<file path="config.mk">
export PLATFORM = sky130hd
export DESIGN_NAME = rgb_pwm
export DESIGN_NICKNAME = d
export VERILOG_FILES = /design/src/rtl/rgb_pkg.sv /design/src/rtl/rgb_pwm_channel.sv /design/src/rtl/rgb_pwm.sv
export SDC_FILE = /design/constraint.sdc
export NUM_CORES = 1
export LEC_CHECK = 0
export ABC_AREA = 0
export BUFFER_PORTS_ARGS = -buffer_cell sky130_fd_sc_hd__buf_2
export CORE_UTILIZATION = 45
export DETAILED_ROUTE_END_ITERATION = 8
export PLACE_DENSITY = 0.63
export SYNTH_ARGS = -nofsm -noshare
export SYNTH_HDL_FRONTEND = slang
export SYNTH_SLANG_ARGS = --single-unit
</file>
<file path="constraint.sdc">
create_clock -name clk -period 4.9 [get_ports clk]
set_input_delay 0.49 -clock clk [delete_from_list [all_inputs] [get_ports clk]]
set_output_delay 0.49 -clock clk [all_outputs]
set_load 0.05 [all_outputs]
</file>
<file path="src/rtl/rgb_pkg.sv">
// Shared types and default parameters for the RGB PWM driver.
// Optional feature macro used by this block: RGB_PWM_FADE_EN.
package rgb_pkg;

    typedef enum logic [1:0] {
        CH_R = 2'd0,
        CH_G = 2'd1,
        CH_B = 2'd2
    } rgb_ch_e;

    typedef enum logic {
        ST_IDLE    = 1'b0,
        ST_PENDING = 1'b1
    } pend_state_e;

    localparam int unsigned PWM_BITS_DEF = 8;
    localparam int unsigned PRESCALE_DEF = 46;
    localparam int unsigned NUM_CH       = 3;

endpackage

</file>
<file path="src/rtl/rgb_pwm_channel.sv">
// One colour channel: target/active duty registers, optional fade step and PWM compare.
// With RGB_PWM_FADE_EN defined, active walks one step per period toward target.
module rgb_pwm_channel
    import rgb_pkg::*;
#(
    parameter int unsigned PWM_BITS = PWM_BITS_DEF
) (
    input  logic                clk,
    input  logic                rst_n,
    input  logic                wrap,
    input  logic                xfer,
    input  logic [PWM_BITS-1:0] xfer_duty,
    input  logic [PWM_BITS-1:0] cnt,
    output logic                pwm,
    output logic                differ_next
);

    logic [PWM_BITS-1:0] target_q, target_d;
    logic [PWM_BITS-1:0] active_q, active_d;
    logic                pwm_q, pwm_d;

    // Next-state for target/active duty and the registered compare
    always_comb begin
        target_d = target_q;
        active_d = active_q;
        if (xfer) begin
            target_d = xfer_duty;
        end else begin
            target_d = target_q;
        end
        // target_d is used so a transfer and its first update land on the same wrap
        if (wrap) begin
`ifdef RGB_PWM_FADE_EN
            if (active_q < target_d) begin
                active_d = active_q + PWM_BITS'(1);
            end else if (active_q > target_d) begin
                active_d = active_q - PWM_BITS'(1);
            end else begin
                active_d = active_q;
            end
`else
            active_d = target_d;
`endif
        end else begin
            active_d = active_q;
        end
        pwm_d       = (cnt < active_q);
        differ_next = (active_d != target_d);
    end

    // Channel state registers
    always_ff @(posedge clk or negedge rst_n) begin
        if (!rst_n) begin
            target_q <= '0;
            active_q <= '0;
            pwm_q    <= 1'b0;
        end else begin
            target_q <= target_d;
            active_q <= active_d;
            pwm_q    <= pwm_d;
        end
    end

    assign pwm = pwm_q;

endmodule

</file>
<file path="src/rtl/rgb_pwm.sv">
// Three-channel PWM LED driver with prescaler, period counter and a one-deep load buffer.
// Define RGB_PWM_FADE_EN to fade each channel one step per period toward its target.
module rgb_pwm
    import rgb_pkg::*;
#(
    parameter int unsigned PWM_BITS = PWM_BITS_DEF,
    parameter int unsigned PRESCALE = PRESCALE_DEF
) (
    input  logic                clk,
    input  logic                rst_n,
    input  logic [PWM_BITS-1:0] duty_r,
    input  logic [PWM_BITS-1:0] duty_g,
    input  logic [PWM_BITS-1:0] duty_b,
    input  logic                load_valid,
    output logic                load_ready,
    output logic                pwm_r,
    output logic                pwm_g,
    output logic                pwm_b,
    output logic                period_tick,
    output logic                busy
);

    localparam int unsigned PRESC_W = $clog2(PRESCALE + 2);

    logic [PRESC_W-1:0]  presc_q, presc_d;
    logic [PWM_BITS-1:0] cnt_q, cnt_d;
    logic [PWM_BITS-1:0] pend_q [NUM_CH];
    logic [PWM_BITS-1:0] pend_d [NUM_CH];
    logic [PWM_BITS-1:0] duty_in_s [NUM_CH];
    pend_state_e         state_q, state_d;
    logic                load_ready_q, load_ready_d;
    logic                period_tick_q, period_tick_d;
    logic                busy_q, busy_d;
    logic                tick_en_s, wrap_s, accept_s, xfer_s;
    logic [NUM_CH-1:0]   pwm_s;
    logic [NUM_CH-1:0]   differ_s;

    assign duty_in_s[CH_R] = duty_r;
    assign duty_in_s[CH_G] = duty_g;
    assign duty_in_s[CH_B] = duty_b;

    // Prescaler and period counter next-state
    always_comb begin
        tick_en_s = (presc_q == PRESC_W'(PRESCALE));
        if (tick_en_s) begin
            presc_d = '0;
            cnt_d   = cnt_q + PWM_BITS'(1);
        end else begin
            presc_d = presc_q + PRESC_W'(1);
            cnt_d   = cnt_q;
        end
        wrap_s        = tick_en_s && (cnt_q == {PWM_BITS{1'b1}});
        period_tick_d = wrap_s;
    end

    // Pending-buffer FSM: accept a triple in IDLE, hand it to the channels on the next wrap
    always_comb begin
        state_d  = state_q;
        pend_d   = pend_q;
        xfer_s   = 1'b0;
        accept_s = load_valid && load_ready_q;
        case (state_q)
            ST_IDLE: begin
                if (accept_s) begin
                    state_d = ST_PENDING;
                    pend_d  = duty_in_s;
                end else begin
                    state_d = ST_IDLE;
                end
            end
            ST_PENDING: begin
                if (wrap_s) begin
                    state_d = ST_IDLE;
                    xfer_s  = 1'b1;
                end else begin
                    state_d = ST_PENDING;
                end
            end
            default: begin
                state_d = ST_IDLE;
            end
        endcase
        load_ready_d = (state_d == ST_IDLE);
        // Without fading active always equals target, so differ_s stays low there
        busy_d = (state_d == ST_PENDING) || (|differ_s);
    end

    // Control registers
    always_ff @(posedge clk or negedge rst_n) begin
        if (!rst_n) begin
            presc_q       <= '0;
            cnt_q         <= '0;
            state_q       <= ST_IDLE;
            load_ready_q  <= 1'b0;
            period_tick_q <= 1'b0;
            busy_q        <= 1'b0;
            for (int i = 0; i < NUM_CH; i++) begin
                pend_q[i] <= '0;
            end
        end else begin
            presc_q       <= presc_d;
            cnt_q         <= cnt_d;
            state_q       <= state_d;
            load_ready_q  <= load_ready_d;
            period_tick_q <= period_tick_d;
            busy_q        <= busy_d;
            pend_q        <= pend_d;
        end
    end

    for (genvar c = 0; c < NUM_CH; c++) begin : g_ch
        rgb_pwm_channel #(
            .PWM_BITS (PWM_BITS)
        ) u_ch (
            .clk         (clk),
            .rst_n       (rst_n),
            .wrap        (wrap_s),
            .xfer        (xfer_s),
            .xfer_duty   (pend_q[c]),
            .cnt         (cnt_q),
            .pwm         (pwm_s[c]),
            .differ_next (differ_s[c])
        );
    end

    assign pwm_r       = pwm_s[CH_R];
    assign pwm_g       = pwm_s[CH_G];
    assign pwm_b       = pwm_s[CH_B];
    assign load_ready  = load_ready_q;
    assign period_tick = period_tick_q;
    assign busy        = busy_q;

endmodule

</file>
After elaboration in Yosys (flattened, before gate mapping)
Index checks and enable logic that the tools add are counted.

operators by class
  add/sub/neg operators = 2
  order comparisons = 3
  equal/unequal tests = 5
  mux-type cells = 12
  bitwise gates (word level) = 2
  reduce and logical (&&, ||, !) cells = 5

operators with widths
  cell                                          count
  2-to-1 mux 8 bit                              6
  < comparator 8 bit                            3
  != test 8 bit                                 3
  adder 8 x 1 -> 8 bit (second input constant)  1
  equality test 8 bit (second input constant)   1
  adder 6 x 1 -> 6 bit (second input constant)  1
  equality test 6 bit (second input constant)   1
  2-to-1 mux 6 bit                              1
  2-to-1 mux 1 bit                              4
  OR reduction 3 bit                            1
  logical AND 1 bit                             2
  NOT 1 bit                                     2
  case mux 1 bit (2 select lines)               1
  AND reduction 2 bit                           1
  logical OR 1 bit                              1

storage, ports and cells
  bits in registers = 93
  bits of input ports = 27
  word-level logic and storage cells = 47

Logic depth before layout (Yosys ltp)
  depth after elaboration = 9
  gate-level depth with buffers = 10

Cells and area by module
A second synthesis with hierarchy kept.

second synthesis, totals
  cell total of the unflattened synthesis = 380
  area total of the unflattened synthesis = 4400.5 um^2

modules (own cells, without submodules)
  module           times used  cells each  area an instance (um^2)  sequential area each (um^2)
  rgb_pwm_channel  3           87          902.1                    425.4
  rgb_pwm          1           119         1694.1                   1051.0

Worst setup path after synthesis
No wires, ideal clock.

  path type = register -> register
  from = register presc_q[0]
  to = register busy_q (netlist: busy)
  setup time = 148 ps
  data arrival time = 2176 ps
  required time = 4752 ps
  setup slack = 2576 ps
  stages on the path, launching flop included = 10
  clock period less this slack = 2324 ps
  path through = dfrtp_1 -> inv_1 -> ha_1 -> nand4_2 -> nor4_4 -> buf_6 -> mux2i_1 -> xnor2_1 -> nor4_1 -> a32oi_1

on the way
  longest elaborated chain between the ends = 9
  elaborated cells on any way between the ends = 17

ends and longest elaborated chain
  element                 RTL line               text
  from (decl)             rgb_pwm.sv:25          logic [PRESC_W-1:0] presc_q, presc_d;
  from (signal assigned)  rgb_pwm.sv:101         presc_q <= presc_d;
  equality test 6 bit *   rgb_pwm.sv:44          tick_en_s = (presc_q == PRESC_W'(PRESCALE));
  logical AND 1 bit *     rgb_pwm.sv:52          wrap_s = tick_en_s && (cnt_q == {PWM_BITS{1'b1}});
  2-to-1 mux 1 bit        rgb_pwm.sv:72          if (wrap_s) begin
  2-to-1 mux 1 bit        rgb_pwm.sv:62          case (state_q)
  2-to-1 mux 8 bit        rgb_pwm_channel.sv:26  if (xfer) begin
  2-to-1 mux 8 bit        rgb_pwm_channel.sv:32  if (wrap) begin
  != test 8 bit           rgb_pwm_channel.sv:48  differ_next = (active_d != target_d);
  OR reduction 3 bit      rgb_pwm.sv:85          busy_d = (state_d == ST_PENDING) || (|differ_s);
  logical OR 1 bit *      rgb_pwm.sv:85
  net busy_d              rgb_pwm.sv:33          logic busy_q, busy_d;
  to (signal assigned)    rgb_pwm.sv:106         busy_q <= busy_d;
  to (decl)               rgb_pwm.sv:33

Mark *: on every way through the listed nets, which the timed path passes. The rest lies on a longest branch.
A chain may end at the register's enable or synchronous reset.

Worst setup path after layout
Ends and elaborated chain as after synthesis.

==> results.sh <==
export IMPL_r2r_end="busy$_DFF_PN0_"
export IMPL_layout_common_cells="93 x sky130_fd_sc_hd__dfrtp_1, 39 x sky130_fd_sc_hd__inv_1, 37 x sky130_fd_sc_hd__mux2_2"
export IMPL_share_of_the_yosys_chip_area_belonging_to_registers_pct=54.2
export IMPL_cts_made_buffers=9
export IMPL_deepest_clock_path_buffer_count=2
export IMPL_ys_dominant_reg_cell="sky130_fd_sc_hd__dfrtp_1"
export IMPL_die_area_um2=9930
export IMPL_data_required_time_at_the_worst_endpoint_ps=5130
export IMPL_htree_levels=3
export IMPL_drv_cap=0
export IMPL_layout_drive_gt1_share_pct=22.9
export IMPL_buffer_ports_inserted=32
export IMPL_synth_distinct_cells=39
export IMPL_mappedNetlistNets=415
export IMPL_route_vias_total=2678
export IMPL_route_antenna_remaining_nets=0
export IMPL_synth_top_cells_by_area="sky130_fd_sc_hd__dfrtp_1 54%, sky130_fd_sc_hd__mux2_2 9.7%, sky130_fd_sc_hd__ha_1 7.0%, sky130_fd_sc_hd__inv_1 3.4%, sky130_fd_sc_hd__mux2i_1 3.3%"
export IMPL_cts_resized_gates=0
export IMPL_total_core_area_um2=9240
export IMPL_synth_async_reset_ratio_pct=100
export IMPL_gp_routability_congestion=0.777
export IMPL_post_cts_repair_setup_buffers=0
export IMPL_synthesis_area_um2=4290
export IMPL_die_height_um=99.7
export IMPL_timing_critical_path_arrival_ps=3330
export IMPL_clock_latency_ps=360
export IMPL_final_common_cell="sky130_fd_sc_hd__dfrtp_1"
export IMPL_synth_yosys_warnings=0
export IMPL_finalHoldViolCount=0
export IMPL_area_delta_synth_final_pct=12.8
export IMPL_cts_hold_fix_buffers=0
export IMPL_worstRegToRegCells=9
export IMPL_setup_repair_after_global_routing_missed_its_margin="false"
export IMPL_synth_top_cell_area_share_pct=54.2
export IMPL_antennaDiodeCount=0
export IMPL_dp_hpwl_um=5790
export IMPL_num_fill_cells=826
export IMPL_totalWireLength_um=8230
export IMPL_cts_root_buf="sky130_fd_sc_hd__clkbuf_8"
export IMPL_cts_clk_slew_worst_paths_ps=90
export IMPL_synthDominantAreaCellType="sky130_fd_sc_hd__dfrtp_1"
export IMPL_placed_area_um2=4600
export IMPL_tritoncts="yes"
export IMPL_tightest_slew_ps=798
export IMPL_number_of_register_bits_inferred_by_synthesis=93
export IMPL_grt_remaining_overflow=0
export IMPL_timing_max_transition_violations_final=0
export IMPL_finalCritPeriodShare_pct=63.4
export IMPL_power_leakage_uw=0.00246
export IMPL_grt_pass1_vias=2752
export IMPL_run_status="completed"
export IMPL_post_route_min_period_ps=3100
export IMPL_cp_max_fo=15
export IMPL_stdcell_area_um2=4840
export IMPL_dr_drc_count=0
export IMPL_synth_avg_cell_area_um2=11.8
export IMPL_drt_pass1_iter_count=4
export IMPL_critical_path_startpoint_category="flop"
export IMPL_ff2ff_setup_slack_ps=1800
export IMPL_finalNetCount=453
export IMPL_drt_iter0_markers=105
export IMPL_setup_tns_ps=0
export IMPL_crit_type="flop to flop"
export IMPL_fin_hold_ws_ps=102
export IMPL_pin_count_of_the_biggest_net_entering_global_routing=55
export IMPL_wl_per_cell_um=15.4
export IMPL_grt_pass1_wl_um=13900
export IMPL_grt_util_all_layers_pct=18.5
export IMPL_capturing_element_type_of_the_critical_path="flop"
export IMPL_core_rowCount=35
export IMPL_numClockSinks=93
export IMPL_design_portCount=33
export IMPL_post_synth_edffs=0
export IMPL_fmax_mhz=322
export IMPL_die_x_um=99.7
export IMPL_synth_cells=364
export IMPL_antenna_found_initial=0
export IMPL_power_per_cell_area_nw_per_um2=291
export IMPL_power_ir_vdd_worst_mv=0.150
export IMPL_crit_reg2reg_launch="presc_q[0]$_DFF_PN0_"
export IMPL_timing_max_slew_rel_slack_pct=46.4
export IMPL_vias_per_cell=5.00
export IMPL_initial_core_util_pct=46.4
export IMPL_min_delay_path_class="input port to async pin"
export IMPL_finalSetupViolCount=0
export IMPL_final_setup_skew_ps=10.8
==> metal layers <==
metal	track usage (%)	wire length, um
met4	7.47	138
met5	0	0
met3	3.16	192
met2	29.2	3840
met1	25.4	4070
==> power breakdown <==
group          total (uW)  internal (uW)  switching [uW]
logic                24.8           8.01            16.8
clock network         619            353             266
registers             767            767               0
total                1410           1130             283
==> cell usage after synthesis (4+ instances only) <==
cell type / instances
sky130_fd_sc_hd__dfrtp_1: 93
sky130_fd_sc_hd__nor2_1: 25
sky130_fd_sc_hd__nand2_1: 15
sky130_fd_sc_hd__o21ai_0: 13
sky130_fd_sc_hd__xnor2_1: 15
sky130_fd_sc_hd__mux2_2: 37
sky130_fd_sc_hd__a21oi_1: 17
sky130_fd_sc_hd__nand3_1: 4
sky130_fd_sc_hd__inv_1: 39
sky130_fd_sc_hd__nand4_1: 4
sky130_fd_sc_hd__mux2i_1: 14
sky130_fd_sc_hd__nor2b_1: 4
sky130_fd_sc_hd__xor2_1: 7
sky130_fd_sc_hd__nor3_1: 7
sky130_fd_sc_hd__a21o_1: 7
sky130_fd_sc_hd__ha_1: 24
sky130_fd_sc_hd__o22ai_1: 5
sky130_fd_sc_hd__clkbuf_1: 6
==> state kept, by name (all words and copies together) (netlist names) <==
register and cells:
busy 1, load_ready 1, presc_q 6, g_ch.u_ch.target_q 24, g_ch.u_ch.active_q 24, period_tick 1
pend_q 24, state_q 1, cnt_q 8, g_ch.u_ch.pwm 3
==> kinds of logic after synthesis <==
logic type               after synthesis  synth area share (%)
adder cells (fa/ha/maj)               24                  7.00
buffers and inverters                 48                  4.55
AO/OA/AOI/OAI                         55                  8.25
XOR/XNOR                              22                  4.49
AND/OR/NAND/NOR                       71                  8.51
flip-flops                            93                  54.2
multiplexers                          51                  13.0
==> metrics by stage <==
stage | utilization [%] | instances | setup WS [ps] | total power, uW
2_1_floorplan | - | 364 | 2580 | 782
3_3_place_gp | 49.8 | 520 | 1890 | 808
3_5_place_dp | 49.8 | 520 | 1740 | 809
4_1_cts | 52.4 | 536 | 1710 | 1420
5_1_grt | 52.4 | 536 | 1520 | 1460
6_report | 52.4 | 536 | 1800 | 1410
==> worst max-delay path by stage <==
stage,slack [ps],end,from,cells after the start
after floorplan,2580,busy$_DFF_PN0_,presc_q[0]$_DFF_PN0_,9
after global placement,1890,busy$_DFF_PN0_,presc_q[0]$_DFF_PN0_,9
after detailed placement,1740,busy$_DFF_PN0_,presc_q[0]$_DFF_PN0_,9
after CTS,1710,busy$_DFF_PN0_,presc_q[0]$_DFF_PN0_,9
after global routing,1520,busy$_DFF_PN0_,presc_q[0]$_DFF_PN0_,9
final,1800,busy$_DFF_PN0_,presc_q[0]$_DFF_PN0_,9
==> area by class of cell <==
class / instances / area (um^2) / area share (%)
flip-flops and latches: 93 / 2330 / 48.1
clock inverters: 4 / 95.1 / 1.96
well taps: 129 / 161 / 3.34
inverters: 39 / 146 / 3.02
clock buffers: 12 / 145 / 3.00
multi-input cells: 223 / 1770 / 36.6
repair buffers: 36 / 193 / 3.98
==> critical path: stages, from the launching register on <==
cell and delay, ps:
sky130_fd_sc_hd__dfrtp_1 440, sky130_fd_sc_hd__inv_1 80, sky130_fd_sc_hd__ha_1 200, sky130_fd_sc_hd__nand4_2 140, sky130_fd_sc_hd__nor4_4 700, sky130_fd_sc_hd__buf_4 420, sky130_fd_sc_hd__mux2i_1 340, sky130_fd_sc_hd__xnor2_1 120
sky130_fd_sc_hd__nor4_1 380, sky130_fd_sc_hd__a32oi_1 150
(Power assumes the default switching activity.)
